$ cat src/rtl/conv_enc_213_framer_pkg.sv
// Shared constants and FSM encoding for the (2,1,3) framer / encoder.
//   N_OUT    : codeword width (n)
//   K_LEN    : constraint length (K); TAIL_LEN = K-1 zero tail bits
//   G0_DEF/G1_DEF : default generator polynomials (bit2 = current input)
//   state_t  : framer FSM states
package conv_enc_213_framer_pkg;
  localparam int N_OUT = 2;
  localparam int K_LEN = 3;
  localparam int TAIL_LEN = K_LEN - 1;
  localparam logic [K_LEN-1:0] G0_DEF = 3'b111;
  localparam logic [K_LEN-1:0] G1_DEF = 3'b101;

  typedef enum logic [1:0] {
    ST_IDLE = 2'd0,
    ST_DATA = 2'd1,
    ST_TAIL = 2'd2,
    ST_GAP  = 2'd3
  } state_t;
endpackage

$ cat src/rtl/conv_core_213.sv
// (2,1,3) convolutional encoder core: 2-bit shift register plus parity logic.
//   clock, reset : clock / async active-low reset
//   clr          : encode this bit as if sr were 00 (sequence start)
//   en           : advance sr with bit_in
//   bit_in       : info bit to encode
//   code_out     : combinational codeword {c0,c1} for bit_in
module conv_core_213
  import conv_enc_213_framer_pkg::*;
#(
  parameter logic [K_LEN-1:0] G0 = G0_DEF,
  parameter logic [K_LEN-1:0] G1 = G1_DEF
) (
  input  logic             clock,
  input  logic             reset,
  input  logic             clr,
  input  logic             en,
  input  logic             bit_in,
  output logic [N_OUT-1:0] code_out
);
  logic [K_LEN-2:0] sr;
  logic [K_LEN-2:0] sr_eff;
  logic [K_LEN-1:0] s;

  assign sr_eff   = clr ? '0 : sr;
  assign s        = {bit_in, sr_eff};
  assign code_out = {^(s & G0), ^(s & G1)};

  always_ff @(posedge clock or negedge reset) begin
    if (!reset)  sr <= '0;
    else if (en) sr <= {bit_in, sr_eff[K_LEN-2]};
  end
endmodule

$ cat src/rtl/conv_enc_213_framer.sv
// Sequence framer feeding a Viterbi decoder: takes SEQ_LEN info bits over a
// valid/ready handshake, encodes one codeword per clock, appends K-1 zero
// tail bits, then idles GAP_CYC cycles.
//   clock, reset     : clock / async active-low reset
//   din, din_valid   : info bit stream
//   din_ready        : high in IDLE and DATA
//   Rx_out, rx_valid : registered codeword {c0,c1} and its qualifier
//   seq_ready        : pulse with the first codeword of a sequence
//   underrun         : pulse with a codeword whose bit was zero-filled
//   busy             : sequence in progress (accept+1 .. end of gap)
// Optional macro CONV_ENC_ERR_INJECT_EN adds err_mask/err_pos: the codeword
// at index err_pos (tail included) is XORed with err_mask; both are captured
// at sequence start.
module conv_enc_213_framer
  import conv_enc_213_framer_pkg::*;
#(
  parameter int               SEQ_LEN = 16,
  parameter int               GAP_CYC = 2,
  parameter logic [K_LEN-1:0] G0      = G0_DEF,
  parameter logic [K_LEN-1:0] G1      = G1_DEF,
  parameter int               CW      = 5
) (
  input  logic             clock,
  input  logic             reset,
  input  logic             din,
  input  logic             din_valid,
`ifdef CONV_ENC_ERR_INJECT_EN
  input  logic [N_OUT-1:0] err_mask,
  input  logic [CW-1:0]    err_pos,
`endif
  output logic             din_ready,
  output logic [N_OUT-1:0] Rx_out,
  output logic             rx_valid,
  output logic             seq_ready,
  output logic             underrun,
  output logic             busy
);
  state_t           state, state_nxt;
  logic [CW-1:0]    bit_cnt, gap_cnt;
  logic             tail_cnt;
  logic             accept, en, clr, bit_in, ur;
  logic             data_last, tail_last, gap_last;
  logic [N_OUT-1:0] code, inj;

  assign data_last = (bit_cnt == CW'(SEQ_LEN - 1));
  assign tail_last = (tail_cnt == 1'(TAIL_LEN - 1));
  assign gap_last  = (gap_cnt == CW'(GAP_CYC - 1));

  // Gated with reset so every output reads 0 while reset is held.
  assign din_ready = reset && ((state == ST_IDLE) || (state == ST_DATA));
  assign busy      = (state != ST_IDLE);

  conv_core_213 #(.G0(G0), .G1(G1)) u_core (
    .clock    (clock),
    .reset    (reset),
    .clr      (clr),
    .en       (en),
    .bit_in   (bit_in),
    .code_out (code)
  );

  always_ff @(posedge clock or negedge reset) begin
    if (!reset) state <= ST_IDLE;
    else        state <= state_nxt;
  end

  always_comb begin
    state_nxt = state;
    accept    = 1'b0;
    en        = 1'b0;
    clr       = 1'b0;
    bit_in    = 1'b0;
    ur        = 1'b0;
    unique case (state)
      ST_IDLE: if (din_valid) begin
        accept    = 1'b1;
        en        = 1'b1;
        clr       = 1'b1;
        bit_in    = din;
        state_nxt = (SEQ_LEN == 1) ? ST_TAIL : ST_DATA;
      end
      ST_DATA: begin
        // Missing data is zero-filled so the decoder sees no bubbles.
        en     = 1'b1;
        bit_in = din_valid & din;
        ur     = ~din_valid;
        if (data_last) state_nxt = ST_TAIL;
      end
      ST_TAIL: begin
        en = 1'b1;
        if (tail_last) state_nxt = (GAP_CYC == 0) ? ST_IDLE : ST_GAP;
      end
      ST_GAP: if (gap_last) state_nxt = ST_IDLE;
      default: state_nxt = ST_IDLE;
    endcase
  end

`ifdef CONV_ENC_ERR_INJECT_EN
  logic [N_OUT-1:0] mask_q, mask_eff;
  logic [CW-1:0]    pos_q, pos_eff;
  logic [CW:0]      cw_idx;

  // At the start cycle the live inputs apply; afterwards the captured copy.
  assign mask_eff = accept ? err_mask : mask_q;
  assign pos_eff  = accept ? err_pos  : pos_q;

  always_comb begin
    cw_idx = '0;
    if (state == ST_DATA)      cw_idx = {1'b0, bit_cnt};
    else if (state == ST_TAIL) cw_idx = (CW+1)'(SEQ_LEN) + {{CW{1'b0}}, tail_cnt};
  end

  assign inj = (cw_idx == {1'b0, pos_eff}) ? mask_eff : '0;

  always_ff @(posedge clock or negedge reset) begin
    if (!reset) begin
      mask_q <= '0;
      pos_q  <= '0;
    end else if (accept) begin
      mask_q <= err_mask;
      pos_q  <= err_pos;
    end
  end
`else
  assign inj = '0;
`endif

  always_ff @(posedge clock or negedge reset) begin
    if (!reset) begin
      Rx_out    <= '0;
      rx_valid  <= 1'b0;
      seq_ready <= 1'b0;
      underrun  <= 1'b0;
      bit_cnt   <= '0;
      tail_cnt  <= 1'b0;
      gap_cnt   <= '0;
    end else begin
      rx_valid  <= en;
      seq_ready <= accept;
      underrun  <= ur;
      if (en) Rx_out <= code ^ inj;
      if (accept)                bit_cnt <= CW'(1);
      else if (state == ST_DATA) bit_cnt <= bit_cnt + CW'(1);
      if (state == ST_TAIL) tail_cnt <= ~tail_cnt;
      if (state == ST_GAP)  gap_cnt  <= gap_last ? '0 : gap_cnt + CW'(1);
    end
  end
endmodule

$ cat config.mk
export PLATFORM = sky130hd
export DESIGN_NAME = conv_enc_213_framer
export DESIGN_NICKNAME = d
export VERILOG_FILES = /design/src/rtl/conv_enc_213_framer_pkg.sv /design/src/rtl/conv_core_213.sv /design/src/rtl/conv_enc_213_framer.sv
export SDC_FILE = /design/constraint.sdc
export NUM_CORES = 1
export LEC_CHECK = 0
export CAP_MARGIN = 15
export CORE_MARGIN = 10
export CORE_UTILIZATION = 35
export CTS_CLUSTER_DIAMETER = 30
export DETAILED_ROUTE_END_ITERATION = 7
export GPL_TIMING_DRIVEN = 0
export PLACE_DENSITY = 0.63
export SYNTH_ARGS = -nofsm -noshare
export SYNTH_HDL_FRONTEND = slang
export SYNTH_HIERARCHICAL = 1
export SYNTH_SLANG_ARGS = --single-unit
$ cat constraint.sdc
create_clock -name clock -period 2.3 [get_ports clock]
set_clock_uncertainty 0.1 [all_clocks]
set_input_delay 0.345 -clock clock [delete_from_list [all_inputs] [get_ports clock]]
set_output_delay 0.345 -clock clock [all_outputs]
set_load 0.02 [all_outputs]
# == After elaboration in Yosys (flattened, before gate mapping) ==
# Cells that the tools add are included.
# classes
n_addsub,2
eq_ne,9
n_mux,15
n_bitwise,3
reduce_logical,9
# op_table
cell,n
two-way mux 5 bit,3
adder 5 x 1 -> 5 bit (second input constant),2
two-way mux 2 bit,5
inequality test 2 bit (second input constant),4
case mux 2 bit (4 select lines),1
XOR reduction 3 bit,2
equality test 5 x 1 -> 1 bit (second input constant),1
equality test 5 x 4 -> 1 bit (second input constant),1
equality test 2 bit (second input constant),2
two-way mux 1 bit,4
case mux 1 bit (2 select lines),2
AND reduction 4 bit,1
nonzero test 2 bit,2
equality test 2 x 1 -> 1 bit (second input constant),1
zero test 2 bit,1
NOT 1 bit,2
OR reduction 2 bit,1
bitwise AND 1 bit,1
logical AND 1 bit,1
logical OR 1 bit,1
# word_totals
ff_bits,20
in_bits,4
output_inout_bits,7
word_cells,47

# == Logic depth before layout (Yosys ltp) ==
# Gate-level depths: netlist of run 1.
# depth
depth_word,4
depth_mapped,7
ltp_nobuf,6

# == Hierarchy ==
# The synthesis of run 1 kept the hierarchy.
# by_module_without_submodules
mod,n_inst,cells_each,area_per_inst_um2,seq_area_each_um2
conv_enc_213_framer,1,75,908.4,450.4
conv_core_213,1,11,113.9,50.0

# == Worst setup path after synthesis of run 1 ==
# OpenSTA, ideal clock, no wires.
# synth_timing
kind,reg-to-reg
startpoint,reg gap_cnt[1]
endpoint,reg state[1]
setup_time_ns,0.125
arrival_ns,1.768
required_time_ns,2.075
setup_slack_ns,0.307
stages_incl_launch_ff,6
path_buffers,0
synth_period_minus_slack_ns,1.993
path_cell_list,dfrtp_1 > inv_1 > ha_1 > or4b_4 > a2111oi_4 > mux2_4
# synth_via
elab_chain_cells,3
# synth_lines
element,line,source
from (decl),conv_enc_213_framer.sv:39,"logic [CW-1:0] bit_cnt, gap_cnt;"
from (signal assigned),conv_enc_213_framer.sv:145,if (state == ST_GAP) gap_cnt <= gap_last ? '0 : gap_cnt + CW'(1);
equality test 5 x 1 -> 1 bit,conv_enc_213_framer.sv:47,assign gap_last = (gap_cnt == CW'(GAP_CYC - 1));
inequality test 2 bit (no source line),--,
AND reduction 4 bit (no source line),--,
to (signal assigned),conv_enc_213_framer.sv:64,else state <= state_nxt;
to (decl),conv_enc_213_framer.sv:38,"state_t state, state_nxt;"
# Every way passes these cells.
# A chain may end at the register's enable or synchronous reset.

# == Final worst setup path of run 1 ==
# Ends and elaborated chain as after synthesis.

==> run_results.csv, run 1 <==
group,metric,value,unit
outcome,status,"finished with violations",
outcome,violations,"hold timing",
place,dp_hpwl,1220,um
logic_synthesis,seq_area_frac_synth,0.490,
grt,antenna_found_initial,0,
logic_synthesis,ys_types,27,
power,peakVddDrop,0.690,mV
route,vias,615,
clocking,clock-root-buffer,"clkbuf_4",
floorplan,dieArea,5480,sq um
route,drt_pass1_iterations,3,
cells_and_area,drive_above_1_share,0.121,
cells_and_area,fillCellCount,269,
flow_run,maxCapViolCount,0,
logic_synthesis,netlist_instances,86,
clocking,insertion_delay,300,ps
grt,grt_overflow_total,0,
timing,worst_pin_slew,510,ps
place,place_congestion,0.693,
timing,fin_ws,193,ps
critical_path,cp.arrival,2200,ps
timing,slew_headroom,0.660,
floorplan,coreArea,2780,sq um
logic_synthesis,ys_ff_latch,20,
floorplan,die_h,74.0,um
logic_synthesis,synth_edf_count,0,
route,drt-vias-per-instance,4.73,
cells_and_area,area_delta_synth_final,18.4,%
clocking,htreeDepth,1,
timing,post-route-min-period,2110,ps
timing,hold_violations,20,
clocking,cts-buffers-inserted,3,
clocking,ctsHoldBuffers,0,
cells_and_area,layout.nets,114,
logic_synthesis,synth_ff_type,"dfrtp_1",
floorplan,rows,19,
cells_and_area,fin_util,0.435,
route,drt_drc_violations_left,0,
logic_synthesis,avgSynthCellArea,11.9,sq um
timing,finalSetupViolations,0,
critical_path,cp-start-kind,"register",
logic_synthesis,ys.warnings.count,6,
route,wire_per_inst,12.7,um
critical_path,r2r_start,"gap_cnt[1]",
route,routed_wl,1650,um
place,placed_area,1160,sq um
timing,finalHoldWorstSlack,-16.5,ps
grt,grt_pass1_vias,664,
place,port_buffers,10,
critical_path,crit_start,"gap_cnt[1]",
timing,fin_crit_sh,0.916,
grt,grt_max_degree,22,
logic_synthesis,synth_area,1020,sq um
cells_and_area,ff_latch_area,502,sq um
floorplan,start_util,0.368,
power,power.density,1370,nW/um^2
timing,slew_viol_final,0,
critical_path,path_max_fanout,3,
route,ant_nets,0,
cells_and_area,multi_input_area,500,sq um
route,drt_iter0_markers,23,
floorplan,die_w,74.0,um
floorplan,top_level_ports,11,
power,power_leakage,0.572,nW
clocking,cts.sinks,20,
timing,rsz0062_at_grt,"false",
clocking,tritoncts,"done",
critical_path,path_class,"register to register",
grt,grt_usage,0.0677,
grt,grt_pass1_wl,2970,um
logic_synthesis,async_flop_share,1.00,
critical_path,worst_ep_required_time,2390,ps
min_path,worst_hold_path_type,"input port to asynchronous set/reset pin",
cells_and_area,fin_area,1210,sq um
critical_path,crit_path_end_kind,"register",
place,dp_slack,-465,ps
clocking,path_clk_slew,110,ps
cells_and_area,antennaDiodeCount,0,
timing,fmax,475,MHz
clocking,cts.path.max_buffers,2,
logic_synthesis,synth_fp_nets,100,
-- worst max-delay path, cell delays in order (launching register included) --
cell       delay [ps]
dfrtp_1           410
inv_1              80
ha_1              140
or4b_4            500
a2111oi_4         440
mux2_4            330
-- power breakdown --
part           total [mW]  leakage [nW]  switching, mW  internal (mW)
logic               0.829         0.297          0.413          0.416
registers           0.620         0.254          0.119          0.501
clock network       0.204        0.0210          0.108         0.0965
total                1.65         0.572          0.640           1.01
-- registers in the layout, indices dropped and copies added, names as in the netlist --
signal / cells
rx_valid: 1
underrun: 1
bit_cnt: 5
seq_ready: 1
state: 2
u_core/sr: 2
tail_cnt: 1
Rx_out: 2
gap_cnt: 5
-- cells in the mapped netlist, types with 3 or more instances --
master,instances,area share
nor2b_1,4,0.024
mux2i_1,3,0.029
nor2_1,7,0.026
dfrtp_1,20,0.49
ha_1,10,0.12
nand4_1,3,0.018
clkbuf_1,3,0.011
inv_1,6,0.022
xnor2_1,5,0.043
xor2_1,4,0.034
-- cell usage in the layout, fill, tap and decap left out, types with 2 or more instances in the layout --
cell type / count
mux2i_1: 3
dfrtp_1: 19
a31oi_1: 2
mux2_2: 2
clkbuf_1: 2
xnor2_1: 5
clkdlybuf4s50_1: 7
nor2_1: 7
clkbuf_4: 3
nand2b_1: 2
nor2b_1: 4
xor2_1: 4
ha_1: 9
inv_1: 6
nand2_1: 2
nand4_1: 3
-- timing repair --
item | 4_1_cts | 5_1_grt
setup endpoints to repair | 1 | 1
gates resized for setup | 6 | 2
setup buffers | 0 | 0
-- cell type report --
class | instances | share of cell area
sequential | 20 | 0.415
multi-input combinational | 57 | 0.414
timing repair buffer | 10 | 0.0848
tap | 31 | 0.0321
clock buffer | 4 | 0.0300
inverter | 6 | 0.0186
buffer | 2 | 0.00620
-- cells by family after synthesis --
family / Yosys count / synth area share
xor+xnor: 9 / 0.0771
compound gates: 9 / 0.0796
simple gates: 22 / 0.121
buf+inv: 9 / 0.0330
mux: 7 / 0.0771
flops: 20 / 0.490
fa+ha+maj: 10 / 0.122
-- through the flow --
step	setup TNS, ps	cells	hold slack (ps)	total power, mW
2_1_floorplan	0	86	-50.6	1.22
3_3_place_gp	-480	127	355	1.43
3_5_place_dp	-465	127	356	1.45
4_1_cts	0	130	7.41	1.68
5_1_grt	0	130	14.7	1.82
6_report	0	130	-16.5	1.65
-- final timing paths --
check,to,slack [ps],cells after the start
worst max-delay path,state[1],190,5
worst min-delay path,gap_cnt[3],-20,1
worst min register to register,tail_cnt,370,1
worst max register to register,state[1],190,5
max in group asynchronous,state[0],1740,1
min in group clock,tail_cnt,370,1
-- routing by layer --
layer / up-vias / global-route usage / routed length [um]
li1: 312 / - / -
met1: 289 / 0.0828 / 785
met2: 14 / 0.0985 / 699
met3: 0 / 0.0479 / 169
met4: 0 / 0.00621 / 0
met5: - / 0 / 0
(Power assumes the default switching activity.)
==> run 2, diff against run 1 <==
--- a/config.mk
+++ b/config.mk
@@ -6,7 +6,7 @@
 export NUM_CORES = 1
 export LEC_CHECK = 0
 export CAP_MARGIN = 15
-export CORE_MARGIN = 10
+export CORE_MARGIN = 5
 export CORE_UTILIZATION = 35
 export CTS_CLUSTER_DIAMETER = 30
 export DETAILED_ROUTE_END_ITERATION = 7
==> run 2 against run 1 <==
Against the previous run:
- the flow still finishes with violations (hold timing)
- first-iteration DRC count is 39% lower
- register-to-register slack hardly changed
- cell area is 1.0% lower
- maximum frequency is 3.3% lower
- flip-flop and latch count stayed put
- routed wire length is 1.9% lower
- critical path type is now register to output pin
- highest routed layer unchanged
==> run_results.csv, run 2 (same netlist as run 1, synthesis figures left out) <==
group,metric,value,unit
outcome,violations,"hold timing",
grt,grt_max_degree,22,
timing,finalSetupViolations,0,
route,routed_wl,1620,um
route,vias,626,
cells_and_area,largestRegisters,"bit_cnt x5, gap_cnt x5",
power,peakVddDrop,0.940,mV
clocking,cts.path.max_buffers,2,
grt,grt_pass1_vias,696,
grt,grtUsageMet2,0.142,
route,drt_pass1_iterations,4,
cells_and_area,mostFrequentLayoutCell,"dfrtp_1",
timing,rsz0062_at_grt,"false",
floorplan,top_level_ports,11,
grt,grt_use_met3,0.0333,
critical_path,crit_buf_inv,3,
critical_path,cp_slowest_stage_delay,530,ps
place,place_congestion,0.739,
grt,grt_pass1_wl,3060,um
flow_run,maxCapViolCount,0,
floorplan,die_h,64.0,um
timing,slew_headroom,0.662,
grt,grt_usage,0.0910,
route,drt_iter0_markers,14,
cells_and_area,area_delta_synth_final,17.1,%
timing,finalHoldWorstSlack,-4.65,ps
power,power.density,1360,nW/um^2
floorplan,coreArea,2780,sq um
timing,worst_pin_slew,507,ps
clocking,post_cts_buffers,0,
timing,slew_viol_final,0,
critical_path,cpLargestDelayFamily,"buffers and inverters",
clocking,ctsHoldBuffers,0,
clocking,tritoncts,"done",
route,drt-vias-per-instance,4.85,
critical_path,path_class,"register to output pin",
cells_and_area,drive_above_1_share,0.133,
clocking,cts-buffers-inserted,3,
timing,fin_crit_sh,0.948,
critical_path,worst_ep_required_time,1860,ps
route,drt_drc_violations_left,0,
timing,post-route-min-period,2180,ps
clocking,insertion_delay,290,ps
critical_path,crit_chain,"inv_1 > ha_2 > inv_1 > clkdlybuf4s50_1",
floorplan,die_w,64.0,um
clocking,htreeDepth,1,
critical_path,crit_path_end_kind,"output pin",
clocking,clock-root-buffer,"clkbuf_4",
power,power_leakage,0.558,nW
outcome,status,"finished with violations",
timing,hold_violations,10,
floorplan,start_util,0.368,
place,dp_slack,-462,ps
critical_path,cp-start-kind,"register",
cells_and_area,fin_area,1200,sq um
timing,fmax,459,MHz
grt,grtUsageMet1,0.123,
clocking,cts.sinks,20,
place,placed_area,1160,sq um
cells_and_area,layout.nets,114,
critical_path,path_max_fanout,6,
route,wire_per_inst,12.6,um
floorplan,dieArea,4100,sq um
grt,antenna_found_initial,0,
min_path,worst_hold_path_type,"input port to asynchronous set/reset pin",
route,ant_nets,0,
critical_path,path_common_cell,"inv_1",
critical_path,critPathSlowestCell,"clkdlybuf4s50_1",
timing,fin_ws,121,ps
place,port_buffers,10,
floorplan,rows,19,
cells_and_area,fin_util,0.430,
critical_path,cp.arrival,1730,ps
grt,grt_overflow_total,0,
cells_and_area,final_cell_mix,"dfrtp_1 (18), ha_1 (8), clkdlybuf4s50_1 (8)",
cells_and_area,antennaDiodeCount,0,
grt,globalRoute.busiestLayer,"met2",
clocking,path_clk_slew,110,ps
[run 2: layout make-up]
type | count | area [sq um]
flip-flops and latches | 20 | 503
fillers | 276 | 1580
inverters | 6 | 22.5
well taps | 31 | 38.8
clock buffers | 3 | 22.5
plain buffers | 2 | 7.51
multi-input cells | 57 | 503
repair buffers | 10 | 100
[run 2: worst paths after layout]
path                            start         to  slack (ps)  cells after the start
setup / recovery             state[1]       busy         120                      4
hold / removal                  reset  Rx_out[0]          -5                      1
setup reg to reg           gap_cnt[1]   state[1]         200                      5
hold reg to reg              tail_cnt   tail_cnt         380                      1
max in group asynchronous       reset   state[1]        1740                      1
min in group clock           tail_cnt   tail_cnt         380                      1
[run 2: routing by layer]
| layer | wire length (um) | part of all wire | up-vias |
|---|---|---|---|
| met3 | 91 | 0.056 | 0 |
| met1 | 825 | 0.51 | 297 |
| met4 | 0 | 0 | 0 |
| met2 | 706 | 0.43 | 17 |
| met5 | 0 | 0 | - |
| li1 | - | - | 312 |
[run 2: repair_timing]
| action | in CTS | in global routing |
|---|---|---|
| gates resized for setup | 7 | 2 |
| setup endpoints to repair | 1 | 1 |
| pin swaps | 0 | 0 |
[run 2: metrics by stage]
| step | power [mW] | TNS, ps | std cells |
|---|---|---|---|
| 2_1_floorplan | 1.22 | 0 | 86 |
| 3_3_place_gp | 1.42 | -470 | 127 |
| 3_5_place_dp | 1.46 | -462 | 127 |
| 4_1_cts | 1.64 | 0 | 129 |
| 5_1_grt | 1.78 | 0 | 129 |
| 6_report | 1.63 | 0 | 129 |
[run 2: power by group]
part | switching [mW] | leakage, nW | internal [mW]
registers | 0.123 | 0.253 | 0.503
clock network | 0.0973 | 0.0138 | 0.0609
logic | 0.420 | 0.290 | 0.422
total | 0.641 | 0.558 | 0.986
